===== src/rtl/inst_loader_pkg.sv =====
// Shared definitions for the instruction loader and the instruction RAM it fills.
package inst_loader_pkg;

    localparam int unsigned ADDR_W    = 8;
    localparam int unsigned DATA_W    = 16;
    localparam int unsigned BYTE_W    = 8;
    localparam int unsigned RAM_DEPTH = 256;
    localparam int unsigned CNT_W     = ADDR_W + 1;

    typedef enum logic [2:0] {
        IDLE   = 3'd0,
        GET_HI = 3'd1,
        GET_LO = 3'd2,
        WRITE  = 3'd3,
        DONE   = 3'd4
    } state_t;

endpackage


===== src/rtl/inst_loader_if.sv =====
// Byte-stream input and instruction-RAM write port of the loader.
interface inst_loader_if #(
    parameter int unsigned ADDR_W = inst_loader_pkg::ADDR_W,
    parameter int unsigned DATA_W = inst_loader_pkg::DATA_W
);

    logic [DATA_W/2-1:0] byte_in;
    logic                byte_valid;
    logic                byte_ready;
    logic [DATA_W-1:0]   ram_din;
    logic [ADDR_W-1:0]   ram_add;
    logic                ram_we;

    // Loader side: consumes bytes, drives the RAM write port.
    modport master (
        input  byte_in,
        input  byte_valid,
        output byte_ready,
        output ram_din,
        output ram_add,
        output ram_we
    );

    // Byte source / instruction RAM side.
    modport slave (
        output byte_in,
        output byte_valid,
        input  byte_ready,
        input  ram_din,
        input  ram_add,
        input  ram_we
    );

endinterface


===== src/rtl/inst_loader.sv =====
// Assembles big-endian byte pairs into instruction words and writes them
// to consecutive instruction RAM addresses, holding the CPU until done.
module inst_loader #(
    parameter int unsigned ADDR_W = inst_loader_pkg::ADDR_W,
    parameter int unsigned DATA_W = inst_loader_pkg::DATA_W
) (
    input  logic              clk,
    input  logic              rst,
    input  logic              start,
    input  logic [ADDR_W:0]   num_words,
    inst_loader_if.master     bus,
    output logic              busy,
    output logic              done,
    output logic              err,
    output logic              cpu_hold
);

    import inst_loader_pkg::*;

    localparam int unsigned PTR_W  = ADDR_W + 1;
    localparam int unsigned HALF_W = DATA_W / 2;
    localparam int unsigned DEPTH  = 1 << ADDR_W;

    state_t              state_q, state_d;
    logic [PTR_W-1:0]    ptr_q, ptr_d;
    logic [PTR_W-1:0]    count_q, count_d;
    logic [HALF_W-1:0]   hi_q, hi_d;
    logic [DATA_W-1:0]   ram_din_q, ram_din_d;
    logic [ADDR_W-1:0]   ram_add_q, ram_add_d;
    logic                ram_we_q, ram_we_d;
    logic                byte_ready_q, byte_ready_d;
    logic                busy_q, busy_d;
    logic                done_q, done_d;
    logic                err_q, err_d;
    logic                hold_q, hold_d;
    logic                xfer_c;
    logic                count_ok_c;
    logic [PTR_W-1:0]    ptr_inc_c;

    assign xfer_c     = bus.byte_valid & byte_ready_q;
    assign count_ok_c = (num_words != '0) && (num_words <= PTR_W'(DEPTH));
    assign ptr_inc_c  = ptr_q + PTR_W'(1);

    // State and registered-output update; every output comes straight from a flop.
    always_ff @(posedge clk) begin
        if (rst) begin
            state_q      <= IDLE;
            ptr_q        <= '0;
            count_q      <= '0;
            hi_q         <= '0;
            ram_din_q    <= '0;
            ram_add_q    <= '0;
            ram_we_q     <= 1'b0;
            byte_ready_q <= 1'b0;
            busy_q       <= 1'b0;
            done_q       <= 1'b0;
            err_q        <= 1'b0;
            hold_q       <= 1'b1;
        end else begin
            state_q      <= state_d;
            ptr_q        <= ptr_d;
            count_q      <= count_d;
            hi_q         <= hi_d;
            ram_din_q    <= ram_din_d;
            ram_add_q    <= ram_add_d;
            ram_we_q     <= ram_we_d;
            byte_ready_q <= byte_ready_d;
            busy_q       <= busy_d;
            done_q       <= done_d;
            err_q        <= err_d;
            hold_q       <= hold_d;
        end
    end

    // Next state plus next values of the registered outputs.
    always_comb begin
        state_d   = state_q;
        ptr_d     = ptr_q;
        count_d   = count_q;
        hi_d      = hi_q;
        ram_din_d = ram_din_q;
        ram_add_d = ram_add_q;
        done_d    = done_q;
        err_d     = err_q;
        hold_d    = hold_q;

        unique case (state_q)
            IDLE, DONE: begin
                if (start) begin
                    done_d = 1'b0;
                    if (count_ok_c) begin
                        state_d = GET_HI;
                        ptr_d   = '0;
                        count_d = num_words;
                        err_d   = 1'b0;
                        hold_d  = 1'b1;
                    end else begin
                        // Rejected request leaves program memory as it was.
                        state_d = IDLE;
                        err_d   = 1'b1;
                    end
                end
            end
            GET_HI: begin
                if (xfer_c) begin
                    hi_d    = bus.byte_in;
                    state_d = GET_LO;
                end
            end
            GET_LO: begin
                if (xfer_c) begin
                    ram_din_d = {hi_q, bus.byte_in};
                    ram_add_d = ptr_q[ADDR_W-1:0];
                    state_d   = WRITE;
                end
            end
            WRITE: begin
                // Pointer is one bit wider than the address so a full-depth
                // load terminates on count instead of wrapping to zero.
                ptr_d = ptr_inc_c;
                if (ptr_inc_c == count_q) begin
                    state_d = DONE;
                    done_d  = 1'b1;
                    hold_d  = 1'b0;
                end else begin
                    state_d = GET_HI;
                end
            end
            default: state_d = IDLE;
        endcase

        ram_we_d     = (state_d == WRITE);
        byte_ready_d = (state_d == GET_HI) || (state_d == GET_LO);
        busy_d       = (state_d == GET_HI) || (state_d == GET_LO) || (state_d == WRITE);
    end

    assign bus.byte_ready = byte_ready_q;
    assign bus.ram_din    = ram_din_q;
    assign bus.ram_add    = ram_add_q;
    assign bus.ram_we     = ram_we_q;
    assign busy           = busy_q;
    assign done           = done_q;
    assign err            = err_q;
    assign cpu_hold       = hold_q;

endmodule


===== src/flat_wrapper.sv =====
// flat-port wrapper written by rule: the top's interface ports become plain ports
module inst_loader_flat import inst_loader_pkg::*;
#(
    parameter int unsigned ADDR_W = inst_loader_pkg::ADDR_W,
    parameter int unsigned DATA_W = inst_loader_pkg::DATA_W
)
  (clk, rst, start, num_words, busy, done, err, cpu_hold, bus_byte_in, bus_byte_valid, bus_byte_ready, bus_ram_din, bus_ram_add, bus_ram_we);
  inst_loader_if #(.ADDR_W(ADDR_W), .DATA_W(DATA_W)) bus_i ();
  input  logic clk;
  input  logic rst;
  input  logic start;
  input  logic [ADDR_W:0] num_words;
  output logic busy;
  output logic done;
  output logic err;
  output logic cpu_hold;
  input wire logic [$bits(bus_i.byte_in)-1:0] bus_byte_in;
  input wire logic [$bits(bus_i.byte_valid)-1:0] bus_byte_valid;
  output wire logic [$bits(bus_i.byte_ready)-1:0] bus_byte_ready;
  output wire logic [$bits(bus_i.ram_din)-1:0] bus_ram_din;
  output wire logic [$bits(bus_i.ram_add)-1:0] bus_ram_add;
  output wire logic [$bits(bus_i.ram_we)-1:0] bus_ram_we;
  assign bus_i.byte_in = bus_byte_in;
  assign bus_i.byte_valid = bus_byte_valid;
  assign bus_byte_ready = bus_i.byte_ready;
  assign bus_ram_din = bus_i.ram_din;
  assign bus_ram_add = bus_i.ram_add;
  assign bus_ram_we = bus_i.ram_we;
  inst_loader #(.ADDR_W(ADDR_W), .DATA_W(DATA_W)) u_core (.clk(clk), .rst(rst), .start(start), .num_words(num_words), .bus(bus_i), .busy(busy), .done(done), .err(err), .cpu_hold(cpu_hold));
endmodule

===== config.mk =====
export PLATFORM = sky130hd
export DESIGN_NAME = inst_loader_flat
export DESIGN_NICKNAME = d
export VERILOG_FILES = /design/src/rtl/inst_loader_pkg.sv /design/src/rtl/inst_loader_if.sv /design/src/rtl/inst_loader.sv /design/src/flat_wrapper.sv
export SDC_FILE = /design/constraint.sdc
export NUM_CORES = 1
export LEC_CHECK = 0
export ABC_AREA = 0
export BUFFER_PORTS_ARGS = -buffer_cell sky130_fd_sc_hd__buf_2
export CORE_ASPECT_RATIO = 0.8
export CORE_MARGIN = 10
export CORE_UTILIZATION = 50
export DETAILED_ROUTE_END_ITERATION = 8
export PLACE_DENSITY = 0.85
export SLEW_MARGIN = 5
export SYNTH_ARGS = -nofsm -noshare
export SYNTH_HDL_FRONTEND = slang
export SYNTH_SLANG_ARGS = --single-unit

===== constraint.sdc =====
create_clock -name clk -period 2.9 [get_ports clk]
set_input_delay 0.29 -clock clk [delete_from_list [all_inputs] [get_ports clk]]
set_output_delay 0.29 -clock clk [all_outputs]
set_load 0.005 [all_outputs]

# [After elaboration in Yosys (flattened, before gate mapping)]
# Index checks and enable logic that the tools add are counted.
[classes] mux=17 n_div=0 n_reduce_logical=14 bitwise_logic=1 order_cmp=1 n_addsub=1 n_shift=0 eq_ne=11 n_mul=0
[op_table] operator="9-bit 2-to-1 mux" n=2
[op_table] operator="9-bit case mux with 2 select lines" n=1
[op_table] operator="3-bit by 2-bit equality test with 1-bit output (second input constant)" n=4
[op_table] operator="3-bit 2-to-1 mux" n=4
[op_table] operator="3-bit case mux with 4 select lines" n=1
[op_table] operator="9-bit by 1-bit adder with 9-bit output (second input constant)" n=1
[op_table] operator="9-bit equality test" n=1
[op_table] operator="9-bit less-or-equal comparator (second input constant)" n=1
[op_table] operator="3-bit AND reduction" n=3
[op_table] operator="9-bit nonzero test" n=1
[op_table] operator="1-bit 2-to-1 mux" n=7
[op_table] operator="3-bit by 1-bit equality test with 1-bit output (second input constant)" n=2
[op_table] operator="2-bit AND reduction" n=3
[op_table] operator="2-bit by 1-bit inequality test with 1-bit output (second input constant)" n=2
[op_table] operator="1-bit case mux with 2 select lines" n=2
[op_table] operator="4-bit AND reduction" n=1
[op_table] operator="3-bit equality test (second input constant)" n=1
[op_table] operator="3-bit logical NOT" n=1
[op_table] operator="1-bit logical OR" n=2
[op_table] operator="2-bit inequality test (second input constant)" n=1
[op_table] operator="2-bit nonzero test" n=1
[op_table] operator="2-bit OR reduction" n=1
[op_table] operator="1-bit AND" n=1
[op_table] operator="1-bit logical AND" n=1
[totals] ram_bits=0 ff_bits=59 out_inout_bits=30 mem_count=0 latch_bits=0 mem_bits_ro=0

# [Depth between registers and ports, before layout]
# Gate-level depths: netlist (run 1).
[logic_depth] ltp_word=8 mapped_depth=7 depth_no_buf=7

# [Least setup slack after synthesis (run 1)]
# No wires, ideal clock.
[synth_path] path_type="register -> register" from="register u_core.ptr_q[0]" to="register u_core.hold_q, in the netlist u_core.cpu_hold" path_stages_with_launch=8 t_arrival_ns=2.069 n_path_buf=0 path_slack_ns=0.712 cell_sequence="dfxtp_1 ha_1 and3_2 and3_4 xnor2_1 nand4_1 or4_4 a211o_1"
[synth_via] elab_chain_cells=4
[synth_rtl] element="start: declaration" line="inst_loader.sv:25" source="logic [PTR_W-1:0] ptr_q, ptr_d;"
[synth_rtl] element="start signal: assignment" line="inst_loader.sv:61" source="ptr_q <= ptr_d;"
[synth_rtl] element="9-bit by 1-bit adder with 9-bit output" line="inst_loader.sv:42" source="assign ptr_inc_c = ptr_q + PTR_W'(1);"
[synth_rtl] element="9-bit equality test" line="inst_loader.sv:121" source="if (ptr_inc_c == count_q) begin"
[synth_rtl] element="2-bit by 1-bit inequality test with 1-bit output (no source line)"
[synth_rtl] element="4-bit AND reduction (no source line)"
[synth_rtl] element="end signal: assignment" line="inst_loader.sv:71" source="hold_q <= hold_d;"
[synth_rtl] element="end: declaration" line="inst_loader.sv:35" source="logic hold_q, hold_d;"
# Every way passes these cells.
# A chain may end at the register's enable or synchronous reset.

# [Worst setup path in the final report (run 1)]
# Same ends and word-level chain as after synthesis.

==> results.cfg, run 1 <==
[floorplan]
io_pins = 51
coreArea_sq_um = 4679
initial_utilization = 0.5257
dieArea_sq_um = 8143
die_w_um = 98.42
die_h_um = 82.74
num_rows = 22

[hold_path]
hp-class = in2reg

[status]
status = complete, no violations

[final_layout]
syn_to_final_growth_pct = 19.13
drive_above_1_share = 0.2251
n_fill_cell = 419
layout_commonest_cell = nand2_1
num_antenna_cells = 0
nNetsFinal = 368
mostFrequentLayoutCells = nand2_1 (68), dfxtp_1 (59), buf_2 (50)

[critical_path]
cp.required_ns = 3.13
slowest_delay_ns = 0.52
worstSetupPathType = reg2reg
path_buf_inv = 0
path_max_fanout = 6
worstSetupEndpointType = register
setup.worst_path.start_class = register
slowest_stage = or4_4
arrival_ns = 2.64
critPathTopFamily = simple AND/OR/NAND/NOR gates
critical_path.cell_chain = ha_1, and3_2, and3_4, xnor2_1, nand4_1, or4_4, a211o_1

[synth]
synth-edff-count = 0
synth_ff_type = dfxtp_1
synth.ff_latch_count = 59
yosys.area.top_type_share = 0.4802
synth_nets = 324
syn_inst = 302
syn-cell-area_sq_um = 2460
synthTopCellsByArea = dfxtp_1 (48%), nand2_1 (10%), a21oi_1 (9.0%)
synth_area_leader_cell = dfxtp_1
synth.distinct_cells = 38
avgSynthCellArea_sq_um = 8.145
async_reset_ff_frac = 0
yosys_warnings = 0
ys_seq_area_frac = 0.4802

[placement]
portBuffers = 50
hpwl_mm = 4.110
gp_congestion = 0.9318

[clock_network]
cts_setup_buffers = 0
cts_tree = built
clk_latency_ns = 0.35
cts_made_buffers = 9
root_buffer = clkbuf_8
clkTransAtPathRegs_ns = 0.07
clk_path_buf_depth = 2
cts-htree-levels = 3
cts_hold_buf = 0
clkSinkCount = 59
cts.repair.resized = 0

[route]
drc = 0
vias = 2228
drt_iter0_drc = 159
final_antenna_net_count = 0
dr.pass1.iters = 4
totalWireLength_mm = 5.956
vias_per_cell = 5.421
wl_per_cell_um = 14.49

[sta]
timing.fmax_mhz = 416.3
slew_headroom = 0.3209
setup_violations = 0
finalCritPeriodShare = 0.8284
finalHoldViolCount = 0
maxSlewViolCount = 0
fin_skew_ns = 0.008570
hold_ws_ns = 0.1862
setup_tns_ns = 0
rsz0062_at_grt = false
worstMarginPinSlew_ns = 1.019
layout_min_cycle_time_ns = 2.402

[grt]
grt_remaining_overflow = 0
grt_pass1_vias = 2061
grt_antenna_before_repair = 0
grt.total_usage = 0.1460
grt_max_degree = 60
grt_first_pass_wirelength_mm = 9.646

[power]
power.total_mw = 1.667
cellLeakagePower_nw = 1.173
ir_worst_vdd_mv = 0.3325
powerDensity_nw_per_um2 = 568.9

[job]
drv_cap = 0
-- cell type report --
type                       count  area, sq um  share of cell area
clock buffer                   9        123.9             0.04227
multi-input combinational    223         1204              0.4108
clock inverter                 7        77.57             0.02647
tap                           60        75.07             0.02562
timing repair buffer          52        265.3             0.09052
sequential                    59         1181              0.4031
inverter                       1        3.754            0.001281
-- synth_stat cells, types with 2 or more instances --
cell type and count:
and3_2 3, mux2i_1 9, a21oi_1 44, a211o_1 2
clkbuf_1 17, nor2_1 25, nand4_1 2, o21ai_0 15
nor3b_1 2, nor3_1 5, nor4_1 3, dfxtp_1 59
o211ai_1 2, nand3b_1 4, xnor2_1 8, a31oi_1 2
or3_1 4, nand3_1 3, nand2_1 68, xor2_1 4
nand2b_1 3, o32ai_1 2
-- routing by layer --
layer / share of wire / global-route usage / vias to the layer above
met5: 0 / 0 / -
met4: 0.015 / 0.06857 / 0
met3: 0.074 / 0.05975 / 11
met2: 0.45 / 0.2314 / 59
met1: 0.46 / 0.1713 / 1040
li1: - / - / 1118
-- logic make-up after synthesis --
family | after synthesis | share of synthesized area
and+or+nand+nor | 130 | 0.2447
xor gates and xnor gates | 12 | 0.04273
AOI/OAI and AO/OA | 71 | 0.1582
adders and majority gates | 1 | 0.005086
muxes | 9 | 0.03662
buffers and inverters | 20 | 0.03255
DFF | 59 | 0.4802
-- state kept, by name (all words and copies together), names as in the netlist --
name                   cells
u_core.hi_q                8
u_core.ptr_q               9
u_core.bus.ram_we          1
u_core.count_q             9
u_core.bus.byte_ready      1
u_core.bus.ram_add         8
u_core.err                 1
u_core.bus.ram_din        16
u_core.busy                1
u_core.cpu_hold            1
u_core.done                1
u_core.state_q             3
-- where the power goes --
part / internal, mW / switching, mW
logic: 0.0375 / 0.0500
clock network: 0.401 / 0.345
registers: 0.823 / 0.0104
-- final timing paths --
check / start / endpoint / slack (ns) / cells after the start
worst max-delay path: u_core.ptr_q[0]$_SDFFE_PP0P_ / u_core.cpu_hold$_SDFFE_PP1P_ / 0.50 / 7
worst max register to register: u_core.ptr_q[0]$_SDFFE_PP0P_ / u_core.cpu_hold$_SDFFE_PP1P_ / 0.50 / 7
worst min-delay path: bus_byte_in[6] / u_core.bus.ram_din[6]$_SDFFE_PP0P_ / 0.19 / 3
worst min register to register: u_core.hi_q[2]$_SDFFE_PP0P_ / u_core.bus.ram_din[10]$_SDFFE_PP0P_ / 0.45 / 2
-- worst reg2reg max path, cell delays in order, from the launching register on --
cell and delay [ns]:
dfxtp_1 0.46, ha_1 0.28, and3_2 0.26, and3_4 0.21, xnor2_1 0.11, nand4_1 0.15, or4_4 0.52, a211o_1 0.29
-- per-stage QoR --
| step | area (sq um) | worst slack [ns] | util | std cells |
|---|---|---|---|---|
| finish | 2930 | 0.4977 | 0.6262 | 411 |
| global route | 2930 | 0.3453 | 0.6262 | 411 |
| detailed placement | 2729 | 0.5573 | 0.5832 | 395 |
| floorplan | 2460 | 0.7117 | - | 302 |
| global placement | 2729 | 0.6340 | 0.5832 | 395 |
| CTS | 2930 | 0.5177 | 0.6262 | 411 |
Power figures use the tool's default switching activity.
==> run 2, diff against run 1 <==
Settings changed: CORE_UTILIZATION 50 to 48.
Clock period 2.9 ns to 2.1 ns, I/O delays scaled along.
==> run 2 against run 1 <==
  * The flow now finishes with violations (negative setup slack)
  * Critical path type unchanged
  * Highest routed layer unchanged
  * Flip-flop and latch count stayed put
  * Via count grew 4.3%
  * Count of clock-buffer cells in the layout is the same
  * Sequential power is 38% higher
  * Combinational power grew 60%
==> results.cfg, run 2 (synthesis results as in run 1) <==
[status]
status = finished with violations
violations = negative setup slack

[placement]
portBuffers = 50
gp_congestion = 0.9101
hpwl_mm = 4.425
postPlaceCellArea_sq_um = 2882

[power]
powerDensity_nw_per_um2 = 803.0
cellLeakagePower_nw = 1.308
power.total_mw = 2.563
ir_worst_vdd_mv = 0.5039

[clock_network]
clk_latency_ns = 0.35
clkTransAtPathRegs_ns = 0.08
cts-htree-levels = 3
cts_made_buffers = 9
root_buffer = clkbuf_8
clk_path_buf_depth = 2
cts_tree = built
cts_hold_buf = 0
clkSinkCount = 59

[critical_path]
worstSetupEndpointType = register
path_max_fanout = 4
arrival_ns = 2.34
worstSetupPathType = reg2reg
crit_start = u_core.ptr_q[0]$_SDFFE_PP0P_
cp.required_ns = 2.33
reg2reg_from = u_core.ptr_q[0]$_SDFFE_PP0P_
setup.worst_path.start_class = register

[final_layout]
post-route-util = 0.6411
num_antenna_cells = 0
largest_reg_flops = 16
syn_to_final_growth_pct = 29.76
nNetsFinal = 388
final_area_sq_um = 3192
drive_above_1_share = 0.2911
mostFrequentLayoutCells = nand2_1 (68), dfxtp_1 (56), buf_2 (50)
layout_commonest_cell = nand2_1

[floorplan]
io_pins = 51
initial_utilization = 0.4941
die_w_um = 100.0
coreArea_sq_um = 4979
dieArea_sq_um = 8406
num_rows = 23
die_h_um = 84.03

[sta]
layout_setup_ws_ns = -0.007143
fin_skew_ns = 0.006542
finalCritPeriodShare = 1.003
worstMarginPinSlew_ns = 1.035
rsz0062_at_grt = true
layout_min_cycle_time_ns = 2.107
finalHoldViolCount = 0
maxSlewViolCount = 0
slew_headroom = 0.3097
timing.fmax_mhz = 474.6
setup_violations = 1

[hold_path]
holdCritStartpoint = bus_byte_in[1]
hp-class = in2reg

[route]
drc = 0
m1WireLength_mm = 2.717
wl_per_cell_um = 14.74
vias_per_cell = 5.365
totalWireLength_mm = 6.384
final_antenna_net_count = 0
drt_iter0_drc = 109
vias = 2323
dr.pass1.iters = 4
dr_wl_met2_mm = 2.998
route.met3.wl_um = 542
highest_layer = met4

[grt]
grt_pass1_vias = 2262
grt_first_pass_wirelength_mm = 10.46
grt_max_degree = 60
grt_remaining_overflow = 0
grt_antenna_before_repair = 0
grt.total_usage = 0.1530

[job]
drv_cap = 0
[run 2: cell types whose count changed in the layout (fill, tap and decap cells not counted), sizes merged]
cell,before,now
bufinv,1,3
buf,52,72
clkinvlp,1,0
clkinv,4,3
[run 2: what timing repair did]
item | CTS | global route
setup buffers | 1 | 1
endpoints found under the setup margin | 1 | 4
gates resized for setup | 2 | 5
pin swaps | 4 | 2
[run 2: final cells by class]
| type | instances | area (sq um) |
|---|---|---|
| multi-input cells | 223 | 1261 |
| clock buffers | 9 | 123.9 |
| fillers | 415 | 1787 |
| well taps | 62 | 77.57 |
| repair buffers | 72 | 415.4 |
| inverters | 1 | 3.754 |
| flip-flops and latches | 59 | 1185 |
| clock inverters | 7 | 125.1 |
[run 2: per-layer routing]
metal  up-vias  global-route usage
li1       1165                   -
met4         0             0.07692
met5         -                   0
met3        16             0.06209
met1      1064              0.1730
met2        78              0.2419
[run 2: worst max-delay path, cell delays in order, from the launching register on]
cell     delay [ns]
dfxtp_2        0.34
ha_4           0.17
and3_2         0.23
and3_2         0.22
xnor2_1        0.19
or4_4          0.55
a211o_1        0.30
[run 2: where the power goes]
group          internal (mW)  switching, mW
clock                  0.797          0.477
combinational         0.0610         0.0794
sequential              1.14         0.0120
[run 2: per-stage QoR]
stage	hold WS, ns	setup slack, ns	TNS [ns]	cells
floorplan	0.3460	0.01765	0	302
global placement	0.4343	0.01208	0	415
detailed placement	0.4425	-0.08169	-0.08169	415
CTS	0.09620	0.01302	0	432
global route	0.09829	-0.08174	-0.08174	433
finish	0.1081	-0.007143	-0.007143	433
[run 2: path summary, 6_finish.rpt]
kind	endpoint	cells past startpoint	slack [ns]
hold / removal	u_core.hi_q[1]$_SDFFE_PP0P_	3	0.11
setup reg to reg	u_core.cpu_hold$_SDFFE_PP1P_	6	-0.007
hold reg to reg	u_core.bus.ram_din[11]$_SDFFE_PP0P_	2	0.45
setup / recovery	u_core.cpu_hold$_SDFFE_PP1P_	6	-0.007
